$ cat src/rtl/vmmu_write_arbiter.sv
// Write-side front end for the video memory unit: two-requester arbiter feeding a
// small FIFO whose head entry is held stable for the memory unit's write slot.
module vmmu_write_arbiter #(
   parameter int AWIDTH = 19,
   parameter int DWIDTH = 8,
   parameter int DEPTH  = 4
) (
   input  logic                      MemClk,
   input  logic                      MemResetN,
   input  logic                      Req1Valid,
   input  logic [AWIDTH-1:0]         Req1Addr,
   input  logic [DWIDTH-1:0]         Req1Data,
   output logic                      Req1Ready,
   input  logic                      Req2Valid,
   input  logic [AWIDTH-1:0]         Req2Addr,
   input  logic [DWIDTH-1:0]         Req2Data,
   output logic                      Req2Ready,
   output logic [AWIDTH-1:0]         WrAddr,
   output logic [DWIDTH-1:0]         WrData,
   output logic                      HasWriteData,
   input  logic                      WriteDataRdy,
   output logic [$clog2(DEPTH):0]    Level
);

   localparam int PW = $clog2(DEPTH);
   localparam int CW = PW + 1;
   localparam logic [CW-1:0] FULL_CNT = CW'(DEPTH);

   logic [AWIDTH-1:0] addr_mem [DEPTH];
   logic [DWIDTH-1:0] data_mem [DEPTH];

   logic [PW-1:0]     wr_ptr_q, wr_ptr_d;
   logic [PW-1:0]     rd_ptr_q, rd_ptr_d;
   logic [CW-1:0]     count_q, count_d;
   logic              prio_q, prio_d;
   logic              owned_q, owned_d;
   logic              rdy_q;
   logic              has_q, has_d;
   logic [AWIDTH-1:0] addr_q, addr_d;
   logic [DWIDTH-1:0] data_q, data_d;

   logic              not_full;
   logic              grant1;
   logic              grant2;
   logic              push;
   logic              pop;
   logic              load;
   logic [AWIDTH-1:0] push_addr;
   logic [DWIDTH-1:0] push_data;

   // prio_q high means requester 1 wins the next contended cycle.
   always_comb begin
      not_full  = (count_q < FULL_CNT);
      grant1    = Req1Valid && (!Req2Valid || prio_q);
      grant2    = Req2Valid && (!Req1Valid || !prio_q);
      Req1Ready = not_full && grant1;
      Req2Ready = not_full && grant2;
      push      = Req1Ready || Req2Ready;
      push_addr = grant1 ? Req1Addr : Req2Addr;
      push_data = grant1 ? Req1Data : Req2Data;
      pop       = rdy_q && !WriteDataRdy && owned_q;
      load      = !WriteDataRdy && !has_q && (count_q != '0);
   end

   always_comb begin
      wr_ptr_d = wr_ptr_q;
      rd_ptr_d = rd_ptr_q;
      count_d  = count_q;
      prio_d   = prio_q;
      owned_d  = owned_q;
      has_d    = has_q;
      addr_d   = addr_q;
      data_d   = data_q;

      if (push) begin
         wr_ptr_d = wr_ptr_q + PW'(1);
      end
      if (pop) begin
         rd_ptr_d = rd_ptr_q + PW'(1);
      end
      case ({push, pop})
         2'b10:   count_d = count_q + CW'(1);
         2'b01:   count_d = count_q - CW'(1);
         default: count_d = count_q;
      endcase

      if (Req1Valid && Req2Valid && not_full) begin
         prio_d = !prio_q;
      end

      // A window is owned only if an entry was already presented when it opened.
      if (!rdy_q && WriteDataRdy) begin
         owned_d = has_q;
      end else if (pop) begin
         owned_d = 1'b0;
      end

      // Pop implies has_q, so load and pop never coincide; address/data hold after pop.
      if (load) begin
         has_d  = 1'b1;
         addr_d = addr_mem[rd_ptr_q];
         data_d = data_mem[rd_ptr_q];
      end else if (pop) begin
         has_d  = 1'b0;
      end
   end

   always_ff @(posedge MemClk or negedge MemResetN) begin
      if (!MemResetN) begin
         wr_ptr_q <= '0;
         rd_ptr_q <= '0;
         count_q  <= '0;
         prio_q   <= 1'b1;
         owned_q  <= 1'b0;
         rdy_q    <= 1'b0;
         has_q    <= 1'b0;
         addr_q   <= '0;
         data_q   <= '0;
      end else begin
         wr_ptr_q <= wr_ptr_d;
         rd_ptr_q <= rd_ptr_d;
         count_q  <= count_d;
         prio_q   <= prio_d;
         owned_q  <= owned_d;
         rdy_q    <= WriteDataRdy;
         has_q    <= has_d;
         addr_q   <= addr_d;
         data_q   <= data_d;
      end
   end

   always_ff @(posedge MemClk) begin
      if (push) begin
         addr_mem[wr_ptr_q] <= push_addr;
         data_mem[wr_ptr_q] <= push_data;
      end
   end

   assign WrAddr       = addr_q;
   assign WrData       = data_q;
   assign HasWriteData = has_q;
   assign Level        = count_q;

endmodule

$ cat config.mk
export PLATFORM = sky130hd
export DESIGN_NAME = vmmu_write_arbiter
export DESIGN_NICKNAME = d
export VERILOG_FILES = /design/src/rtl/vmmu_write_arbiter.sv
export SDC_FILE = /design/constraint.sdc
export NUM_CORES = 1
export LEC_CHECK = 0
export CAP_MARGIN = 5
export CORE_ASPECT_RATIO = 0.7
export CORE_UTILIZATION = 56
export CTS_BUF_LIST = sky130_fd_sc_hd__clkbuf_2
export DETAILED_ROUTE_END_ITERATION = 8
export GPL_TIMING_DRIVEN = 0
export MAX_ROUTING_LAYER = met4
export PLACE_DENSITY = 0.88
export RECOVER_POWER = 50
export SETUP_SLACK_MARGIN = 0.15
export SLEW_MARGIN = 10
export SYNTH_ARGS = -nofsm -noshare
export SYNTH_HDL_FRONTEND = slang
export SYNTH_SLANG_ARGS = --single-unit
$ cat constraint.sdc
create_clock -name MemClk -period 2.3 [get_ports MemClk]
set_input_delay 0.46 -clock MemClk [delete_from_list [all_inputs] [get_ports MemClk]]
set_output_delay 0.46 -clock MemClk [all_outputs]
set_load 0.02 [all_outputs]
==> reports/results.tsv, run 1 <==
stage	metric	value	unit
routing	final antenna-violating net count	0	
layout	final net count	465	
layout	Post-Layout Inst Area	0.00714	sq mm
place	global placer's final weighted congestion	0.729	
worst_setup_path	Worst Setup Start Kind	flop	
clock_tree	clock net sink count	146	
worst_setup_path	CP Cell Sequence	o21ai_4 > buf_8 > nor2_4 > buf_6	
floorplan	die width	125	um
timing	min Tclk post-route	2.19	ns
routing	DRT Wirelength	10.7	mm
logic_synthesis	post-synthesis cell type count	24	
logic_synthesis	#FFs+latches synth	146	
timing	period utilisation layout	95.3	%
timing	Slew Limit Headroom	46.0	%
logic_synthesis	Yosys top cell area share	55.0	%
place	hpwl dp	6.93	mm
logic_synthesis	synth warn	0	
timing	Fin Setup TNS	0	ns
routing	Via density	5.53	
logic_synthesis	top post-synthesis cells by area	edfxtp_1 55%, dfrtp_1 16%, mux4_2 10%	
worst_setup_path	critical path class	reg -> out	
clock_tree	root buf cell	clkbuf_2	
job	maxcap violations	0	
timing	RSZ-0062 raised after global routing	true	
logic_synthesis	register area share after synthesis	71.1	%
routing	metal3 WL	611	um
routing	met1 wire length	4.59	mm
routing	first-pass iteration count of the detailed router	4	
timing	Tightest Pin Transition	0.810	ns
global_route	first-pass GRT wire length	16.5	mm
worst_setup_path	Register-to-Register Path Depth	5	
worst_setup_path	Arr. time, crit path	1.73	ns
clock_tree	CTS buffer count	17	
place	DP Area	0.00699	sq mm
power_and_ir_drop	Max IR drop VDD	0.615	mV
routing	Top Layer Used	met4	
worst_setup_path	reg2reg end	WrAddr[11]	
global_route	pin count of the biggest net entering global routing	30	
floorplan	initial core utilization	59.3	%
floorplan	Rows	30	
clock_tree	worst skew pair latency	0.69	ns
power_and_ir_drop	static leakage	2.61	nW
timing	fmax	456	MHz
global_route	GR Util All Layers	21.9	%
logic_synthesis	syn nets	348	
routing	initial drt markers	213	
clock_tree	clk slew on worst S/H paths	0.20	ns
global_route	grt ovf	0	
timing	Slew Viols, Final	0	
logic_synthesis	dominant cell type by area after synthesis	edfxtp_1	
routing	drc violations	0	
run_status	status	finished, final reports clean	
logic_synthesis	Syn Inst Count	283	
routing	DR WL/cell	19.7	um
floorplan	DIE AREA	0.0110	sq mm
floorplan	core area	0.00995	sq mm
global_route	antenna violations before repair	0	
global_route	vias in the first global route	3152	
clock_tree	Longest Clk Path Bufs	2	
timing	Hold Vio Cnt, Final	0	
worst_setup_path	Worst Path Required	1.84	ns
worst_setup_path	CP peak stage delay	0.60	ns
power_and_ir_drop	pwr dens	1150	mW/mm^2
routing	routed wl met2	5.37	mm
floorplan	DIE HEIGHT	87.9	um
logic_synthesis	FFs w/ async S/R, synth	26.0	%
min_path	HP Class	in -> async	
clock_tree	CTS tree	yes	
worst_setup_path	Critical Path End Type	output pin	
layout	share of layout cells above drive strength 1	20.3	%
worst_setup_path	reg-to-reg setup timing slack	0.11	ns
logic_synthesis	Synth Flop Type	edfxtp_1	
logic_synthesis	Post-synth EDFFs	108	
worst_setup_path	Crit Path Max Fanout	4	
timing	Setup Skew	0.0238	ns
place	IO buf count	91	
worst_setup_path	worst r2r src	Level[2]	
layout	Area growth syn-to-layout	21.1	%
logic_synthesis	Synth Cell Area	0.00590	sq mm
clock_tree	CTS H-tree lvls	4	
routing	Via Count	2999	
floorplan	boundary pin count	92	
timing	# setup viols final	0	
worst_setup_path	CP max stage cell	dfstp_2	
logic_synthesis	Avg Cell Area, Syn	20.8	sq um
## critical path, delay by kind of cell (launching register included)
| kind | cells | cell delay, ns |
|---|---|---|
| AOI/OAI and AO/OA | 1 | 0.09 |
| buffers and inverters | 2 | 0.26 |
| DFF | 1 | 0.60 |
| and+or+nand+nor | 1 | 0.08 |
## flip-flops by register name (all words and copies together), names as in the netlist
name and flops:
prio_q 1, HasWriteData 1, owned_q 1, rd_ptr_q 2, Level 3, wr_ptr_q 2
addr_mem 76, rdy_q 1, WrAddr 19, WrData 8, data_mem 32
## metal layers
layer / global-route usage, % / up-vias
met1: 26.7 / 1539
met2: 35.8 / 98
li1: - / 1345
met5: - / -
met3: 6.72 / 17
met4: 6.57 / 0
## placed cells by master, fill, tap and decap left out, types with 2 or more instances in the layout
cell type / n
and2_2: 4
buf_12: 2
buf_2: 4
buf_4: 2
buf_6: 3
bufinv_16: 2
clkbuf_1: 5
clkbuf_2: 22
clkdlybuf4s50_1: 56
clkinv_1: 3
clkinv_2: 3
clkinvlp_4: 4
dfrtp_1: 37
dlygate4sd2_1: 31
dlygate4sd3_1: 2
edfxtp_1: 108
ha_1: 5
inv_1: 8
mux2_1: 49
mux2_2: 4
mux2_4: 2
mux4_2: 27
nand2_1: 6
nand3b_1: 3
nor2_1: 3
xnor2_1: 6
xor2_1: 2
## power breakdown
part | internal [mW] | switching [mW] | leakage, nW | total (mW)
registers | 3.67 | 0.317 | 1.43 | 3.99
logic | 1.39 | 1.50 | 1.05 | 2.89
clock network | 0.492 | 0.863 | 0.128 | 1.35
total | 5.55 | 2.68 | 2.61 | 8.23
## Yosys cell counts (2+ instances only)
cell type	number
mux4_2	27
nand3b_1	3
xnor2_1	6
buf_2	6
mux2_1	12
ha_1	5
mux2_4	19
inv_1	8
dfrtp_1	37
nand2_1	6
buf_12	2
mux2_2	24
edfxtp_1	108
buf_6	3
nor2_1	4
and2_1	4
xor2_1	2
## area by class of cell
cell class              instances  area (sq um)
inverters                       8          30.0
plain buffers                  11           105
fillers                       627          2810
flip-flops and latches        146          4200
clock buffers                  20           100
repair buffers                 98           907
well taps                     128           160
multi-input cells             118          1530
diodes                          1          2.50
clock inverters                12           116
## repair_timing
| action | in CTS | in global routing |
|---|---|---|
| pin swaps | 1 | 1 |
| resized for setup | 45 | 4 |
| endpoints found under the setup margin | 33 | 2 |
| setup buffers | 2 | 3 |
| endpoints found under the hold margin | 38 | 0 |
| hold buffers | 1 | 0 |
## metrics by stage
stage          hold WS, ns  power [mW]  util (%)  setup WS, ns  cells
3_5_place_dp         0.356        7.37      70.3        -0.730    503
5_1_grt              0.216        8.63      71.8      -0.00269    541
3_3_place_gp         0.466        7.23      70.1        -0.677    502
6_report             0.230        8.23      71.8         0.108    542
2_1_floorplan        0.164        6.15         -         0.366    283
4_1_cts              0.115        8.52      72.4        0.0327    538
## kinds of logic after synthesis
group           after synthesis  synth area share [%]
fa+ha+maj                     6                  1.40
simple gates                 19                  1.63
compound gates                3                 0.361
mux                          82                  22.0
flops                       146                  71.1
xor+xnor                      8                  1.19
buf+inv                      19                  2.27
## how the worst max path moves through the flow
stage	to	startpoint	depth (start not counted)
finish	Req1Ready	prio_q	4
global route	WrData[2]	Level[2]	5
CTS	Req1Ready	prio_q	4
detailed placement	Req1Ready	Req2Valid	6
global placement	Req1Ready	Req2Valid	6
floorplan	addr_mem[0][0]	Level[2]	2
No activity file was read; power rests on OpenSTA's default activity.
==> run 2, diff against run 1 <==
--- a/config.mk
+++ b/config.mk
@@ -7,12 +7,13 @@
 export LEC_CHECK = 0
 export CAP_MARGIN = 5
 export CORE_ASPECT_RATIO = 0.7
+export CORE_MARGIN = 5
 export CORE_UTILIZATION = 56
 export CTS_BUF_LIST = sky130_fd_sc_hd__clkbuf_2
 export DETAILED_ROUTE_END_ITERATION = 8
 export GPL_TIMING_DRIVEN = 0
 export MAX_ROUTING_LAYER = met4
-export PLACE_DENSITY = 0.88
+export PLACE_DENSITY = 0.8
 export RECOVER_POWER = 50
 export SETUP_SLACK_MARGIN = 0.15
 export SLEW_MARGIN = 10
==> run 2 against run 1 <==
First-iteration DRC count down 16%. Via count down 1.1%. Final cell count up 0.74%. Non-clock buffer count up 1. Sequential share of layout area down 1.0 points. Worst hold slack worse by 0.0028 ns. Sequential power about the same. Clock-buffer cell count unchanged. Critical endpoint is now addr_mem[0][10]. Largest cell class unchanged.
==> reports/results.tsv, run 2 (synthesized netlist as in run 1, its figures left out) <==
stage	metric	value	unit
run_status	status	finished, final reports clean	
layout	Filler cells	705	
floorplan	boundary pin count	92	
power_and_ir_drop	static leakage	2.67	nW
floorplan	initial core utilization	57.2	%
global_route	met2 GRT Util	31.6	%
power_and_ir_drop	Switch Pwr	2.69	mW
layout	final std cells w/o fill	546	
global_route	GRT met1 Usage	24.6	%
power_and_ir_drop	power share of the combinational group	33.1	%
clock_tree	clock net sink count	146	
clock_tree	CTS H-tree lvls	4	
worst_setup_path	CP peak stage delay	0.54	ns
global_route	pin count of the biggest net entering global routing	32	
timing	min Tclk post-route	2.17	ns
power_and_ir_drop	P_int	6.11	mW
power_and_ir_drop	Net Sw Frac	30.5	%
power_and_ir_drop	total power	8.80	mW
routing	DR WL/cell	20.4	um
global_route	grt ovf	0	
floorplan	DIE HEIGHT	95.9	um
routing	initial drt markers	179	
timing	period utilisation layout	94.1	%
timing	Tightest Pin Transition	0.847	ns
clock_tree	Longest Clk Path Bufs	2	
routing	first-pass iteration count of the detailed router	4	
layout	Post-Layout Inst Area	0.00727	sq mm
clock_tree	worst skew pair latency	0.65	ns
place	DP Area	0.00699	sq mm
clock_tree	CTS tree	yes	
layout	Antenna diodes	0	
job	maxcap violations	0	
min_path	HP Class	in -> async	
global_route	first-pass GRT wire length	17.6	mm
global_route	GR Util All Layers	19.5	%
power_and_ir_drop	pwr dens	1210	mW/mm^2
timing	Hold Vio Cnt, Final	0	
layout	share of layout cells above drive strength 1	20.8	%
layout	Biggest register	addr_mem	
timing	Slew Limit Headroom	43.6	%
timing	final worst slack	0.135	ns
worst_setup_path	Worst Setup Start Kind	input pin	
routing	final antenna-violating net count	0	
floorplan	DIE AREA	0.0127	sq mm
power_and_ir_drop	Sequential Power Share	45.4	%
timing	worst hold margin	0.227	ns
layout	most frequent cells in the layout	108 x edfxtp_1, 56 x clkdlybuf4s50_1, 50 x mux2_1	
clock_tree	root buf cell	clkbuf_2	
global_route	vias in the first global route	3230	
place	DP Cell Count	507	
routing	Via Count	2965	
power_and_ir_drop	clock power share	21.5	%
clock_tree	CTS buffer count	17	
layout	Area growth syn-to-layout	23.2	%
place	hpwl dp	7.15	mm
floorplan	die width	133	um
worst_setup_path	Critical Path End Type	flop	
routing	drc violations	0	
worst_setup_path	CP max stage cell	clkbuf_1	
power_and_ir_drop	Max IR drop VDD	0.633	mV
layout	number of flip-flops in the largest register	76	
worst_setup_path	Crit Path Max Fanout	10	
worst_setup_path	critical path class	in -> reg	
floorplan	core area	0.0103	sq mm
timing	# setup viols final	0	
place	global placer's final weighted congestion	0.694	
timing	RSZ-0062 raised after global routing	true	
worst_setup_path	Worst Path Required	2.69	ns
place	pre-CTS WS	-0.741	ns
timing	Slew Viols, Final	0	
place	IO buf count	91	
worst_setup_path	CP Cell Sequence	clkdlybuf4s50_1 > inv_1 > o21ai_4 > buf_4 > clkbuf_1 > mux2_1	
routing	DRT Wirelength	11.1	mm
global_route	antenna violations before repair	0	
timing	Setup Skew	0.0239	ns
layout	final net count	466	
clock_tree	clk slew on worst S/H paths	0.19	ns
routing	Via density	5.43	
timing	fmax	462	MHz
worst_setup_path	Arr. time, crit path	2.56	ns
layout	commonest non-fill, non-tap cell in the layout	edfxtp_1	
floorplan	Rows	31	
global_route	met3 GRT Util	4.49	%
global_route	GRT Max-Usage Layer	met2	
[run 2: power groups by stage]
stage | registers, mW | clock network [mW] | logic (mW)
after floorplan | 4.31 | 0 | 1.84
final | 3.99 | 1.90 | 2.91
after CTS | 4.00 | 1.92 | 3.18
after detailed placement | 4.07 | 0 | 3.32
after global placement | 4.03 | 0 | 3.22
after global routing | 4.07 | 2.03 | 3.17
[run 2: final timing paths]
kind / startpoint / to / slack (ns) / cells past startpoint
worst max-delay path: Req2Valid / addr_mem[0][10] / 0.13 / 6
min in group MemClk: Req2Valid / prio_q / 0.45 / 3
worst min register to register: WrAddr[13] / WrAddr[13] / 0.51 / 1
worst max register to register: prio_q / addr_mem[0][10] / 0.19 / 4
max in group asynchronous: MemResetN / WrData[2] / 0.90 / 3
worst min-delay path: MemResetN / WrAddr[5] / 0.23 / 2
[run 2: stage by stage]
stage / util, % / setup TNS (ns)
2_1_floorplan: - / 0
3_5_place_dp: 67.8 / -52.36
6_report: 70.4 / 0
4_1_cts: 71.0 / 0
3_3_place_gp: 67.6 / -109.84
5_1_grt: 70.4 / 0
[run 2: cell type report]
type | instances | area, sq um | share of cell area, %
Timing Repair Buffer | 99 | 915 | 12.6
Clock inverter | 12 | 235 | 3.24
Clock buffer | 20 | 100 | 1.38
Tap cell | 132 | 165 | 2.27
Buffer | 11 | 96.3 | 1.33
Inverter | 8 | 30.0 | 0.413
Multi-Input combinational cell | 118 | 1530 | 21.1
Sequential cell | 146 | 4200 | 57.7
[run 2: per-layer routing]
metal	wire length (um)	vias to the layer above
met5	0	-
met4	102	0
met3	577	8
met2	5650	103
met1	4790	1506
li1	-	1348
[run 2: worst max-delay path, delay by kind of cell]
| kind | cells | cell delay [ns] |
|---|---|---|
| compound gates | 1 | 0.23 |
| mux | 1 | 0.46 |
| buf+inv | 4 | 1.40 |
[run 2: repair_timing]
| action | in CTS | in global routing |
|---|---|---|
| resized for setup | 43 | 10 |
| endpoints found under the hold margin | 38 | 0 |
| endpoints found under the setup margin | 31 | 4 |
| hold buffers | 1 | 0 |
| pin swaps | 1 | 1 |
| buffers inserted | 2 | 4 |
==> run 3, diff against run 2 <==
--- a/config.mk
+++ b/config.mk
@@ -16,7 +16,7 @@
 export PLACE_DENSITY = 0.8
 export RECOVER_POWER = 50
 export SETUP_SLACK_MARGIN = 0.15
-export SLEW_MARGIN = 10
+export SLEW_MARGIN = 20
 export SYNTH_ARGS = -nofsm -noshare
 export SYNTH_HDL_FRONTEND = slang
 export SYNTH_SLANG_ARGS = --single-unit
==> run 3 against run 2 <==
First-iteration DRC count up 6.1%. Sequential power about the same. Total power fell by 1.9%. Clock-buffer cell count stayed put. Via count is 0.30% higher. Sequential share of layout area increased by 0.28 points. Register-to-register slack gained 0.03 ns. Wire length grew 0.74%. Maximum frequency grew 0.94%. Highest routed layer unchanged.
==> reports/results.tsv, run 3 (synthesized netlist as in run 1, its figures left out) <==
stage	metric	value	unit
clock_tree	CTS tree	yes	
timing	worst hold margin	0.433	ns
power_and_ir_drop	Max IR drop VDD	0.604	mV
layout	number of flip-flops in the largest register	76	
routing	DR WL/cell	20.6	um
clock_tree	CTS H-tree lvls	4	
power_and_ir_drop	static leakage	2.70	nW
routing	final antenna-violating net count	0	
floorplan	Rows	31	
worst_setup_path	CP Cell Sequence	o21ai_4 > buf_8 > nor2_4 > buf_6	
routing	initial drt markers	190	
floorplan	die width	133	um
floorplan	DIE AREA	0.0127	sq mm
clock_tree	root buf cell	clkbuf_2	
global_route	vias in the first global route	3249	
worst_setup_path	Worst Path Required	1.84	ns
min_path	hold depth	3	
timing	RSZ-0062 raised after global routing	true	
layout	final std cells w/o fill	544	
layout	most frequent cells in the layout	108 x edfxtp_1, 56 x clkdlybuf4s50_1, 40 x mux2_1	
global_route	GR Util All Layers	19.5	%
worst_setup_path	CP peak stage delay	0.60	ns
layout	Biggest register	addr_mem	
worst_setup_path	CP max stage cell	dfstp_2	
floorplan	core area	0.0103	sq mm
timing	fmax	466	MHz
power_and_ir_drop	pwr dens	1190	mW/mm^2
timing	period utilisation layout	93.3	%
global_route	grt ovf	0	
layout	share of layout cells above drive strength 1	23.1	%
place	pre-CTS WS	-0.735	ns
timing	Setup Skew	0.0277	ns
global_route	first-pass GRT wire length	17.5	mm
place	hpwl dp	7.19	mm
worst_setup_path	reg2reg end	data_mem[1][3]	
clock_tree	clk slew on worst S/H paths	0.18	ns
layout	Area growth syn-to-layout	22.6	%
global_route	pin count of the biggest net entering global routing	28	
place	IO buf count	91	
place	global placer's final weighted congestion	0.694	
worst_setup_path	Worst Setup Start Kind	flop	
worst_setup_path	critical path class	reg -> out	
clock_tree	CTS buffer count	17	
worst_setup_path	Critical Path End Type	output pin	
routing	DRT Wirelength	11.2	mm
floorplan	boundary pin count	92	
power_and_ir_drop	total power	8.63	mW
place	DP Cell Count	508	
timing	Hold Vio Cnt, Final	0	
layout	Filler cells	690	
routing	Via density	5.47	
job	maxcap violations	0	
clock_tree	worst skew pair latency	0.67	ns
routing	drc violations	0	
layout	Antenna diodes	0	
worst_setup_path	reg-to-reg setup timing slack	0.22	ns
run_status	status	finished, final reports clean	
floorplan	initial core utilization	57.2	%
clock_tree	Longest Clk Path Bufs	2	
worst_setup_path	worst r2r src	Level[2]	
worst_setup_path	crit path buf inv count	2	
routing	Via Count	2974	
routing	first-pass iteration count of the detailed router	6	
worst_setup_path	delay-heaviest family, CP	flip-flops	
layout	Core Util, Final	70.1	%
clock_tree	clock net sink count	146	
layout	Post-Layout Inst Area	0.00723	sq mm
timing	min Tclk post-route	2.15	ns
worst_setup_path	Arr. time, crit path	1.69	ns
timing	Fin Setup TNS	0	ns
worst_setup_path	Register-to-Register Path Depth	3	
global_route	antenna violations before repair	0	
min_path	Hold Startpoint	Req2Valid	
min_path	HP Class	in -> reg	
timing	Tightest Pin Transition	1.01	ns
timing	final worst slack	0.155	ns
layout	final net count	464	
worst_setup_path	Crit Path Max Fanout	3	
layout	commonest non-fill, non-tap cell in the layout	edfxtp_1	
place	DP Area	0.00701	sq mm
timing	Slew Viols, Final	0	
min_path	worst hold endpoint	prio_q	
timing	# setup viols final	0	
floorplan	DIE HEIGHT	95.9	um
timing	Slew Limit Headroom	32.7	%
[run 3: layout make-up]
type | count | area, sq um | area share, %
clock inverters | 12 | 188 | 2.60
flip-flops and latches | 146 | 4200 | 58.0
well taps | 132 | 165 | 2.28
repair buffers | 97 | 905 | 12.5
multi-input cells | 118 | 1550 | 21.5
inverters | 8 | 30.0 | 0.415
clock buffers | 20 | 100 | 1.38
plain buffers | 11 | 97.6 | 1.35
[run 3: worst max path at each step]
stage	from	end	slack, ns	cells past startpoint
CTS	prio_q	Req1Ready	0.03	4
global placement	Req1Valid	addr_mem[1][12]	-0.69	4
finish	prio_q	Req1Ready	0.15	4
floorplan	Level[2]	addr_mem[0][0]	0.37	2
detailed placement	Req2Valid	Req1Ready	-0.74	6
global route	Level[2]	data_mem[1][3]	0.04	3
[run 3: report_power, final]
group / internal (mW) / switching, mW / total (mW)
Clock: 0.823 / 0.846 / 1.67
Combinational: 1.45 / 1.51 / 2.97
Sequential: 3.67 / 0.326 / 4.00
Total: 5.95 / 2.69 / 8.63
[run 3: worst register-to-register path, stage by stage (launching register included)]
cell and delay (ns):
dfrtp_1 0.54, nor2_1 0.40, and2_2 0.21, buf_2 0.56
[run 3: repair_timing]
| action | in CTS | in global routing |
|---|---|---|
| endpoints found under the setup margin | 32 | 3 |
| pin swaps | 1 | 1 |
| endpoints found under the hold margin | 15 | 0 |
| buffers inserted | 2 | 1 |
| hold buffers | 1 | 0 |
| resized for setup | 43 | 6 |
[run 3: layer usage]
metal | vias up | track usage (%) | share of wire [%]
met2 | 98 | 32.1 | 52
li1 | 1341 | - | -
met4 | 0 | 6.75 | 0.73
met5 | - | - | 0
met3 | 9 | 4.65 | 5.3
met1 | 1526 | 24.3 | 42
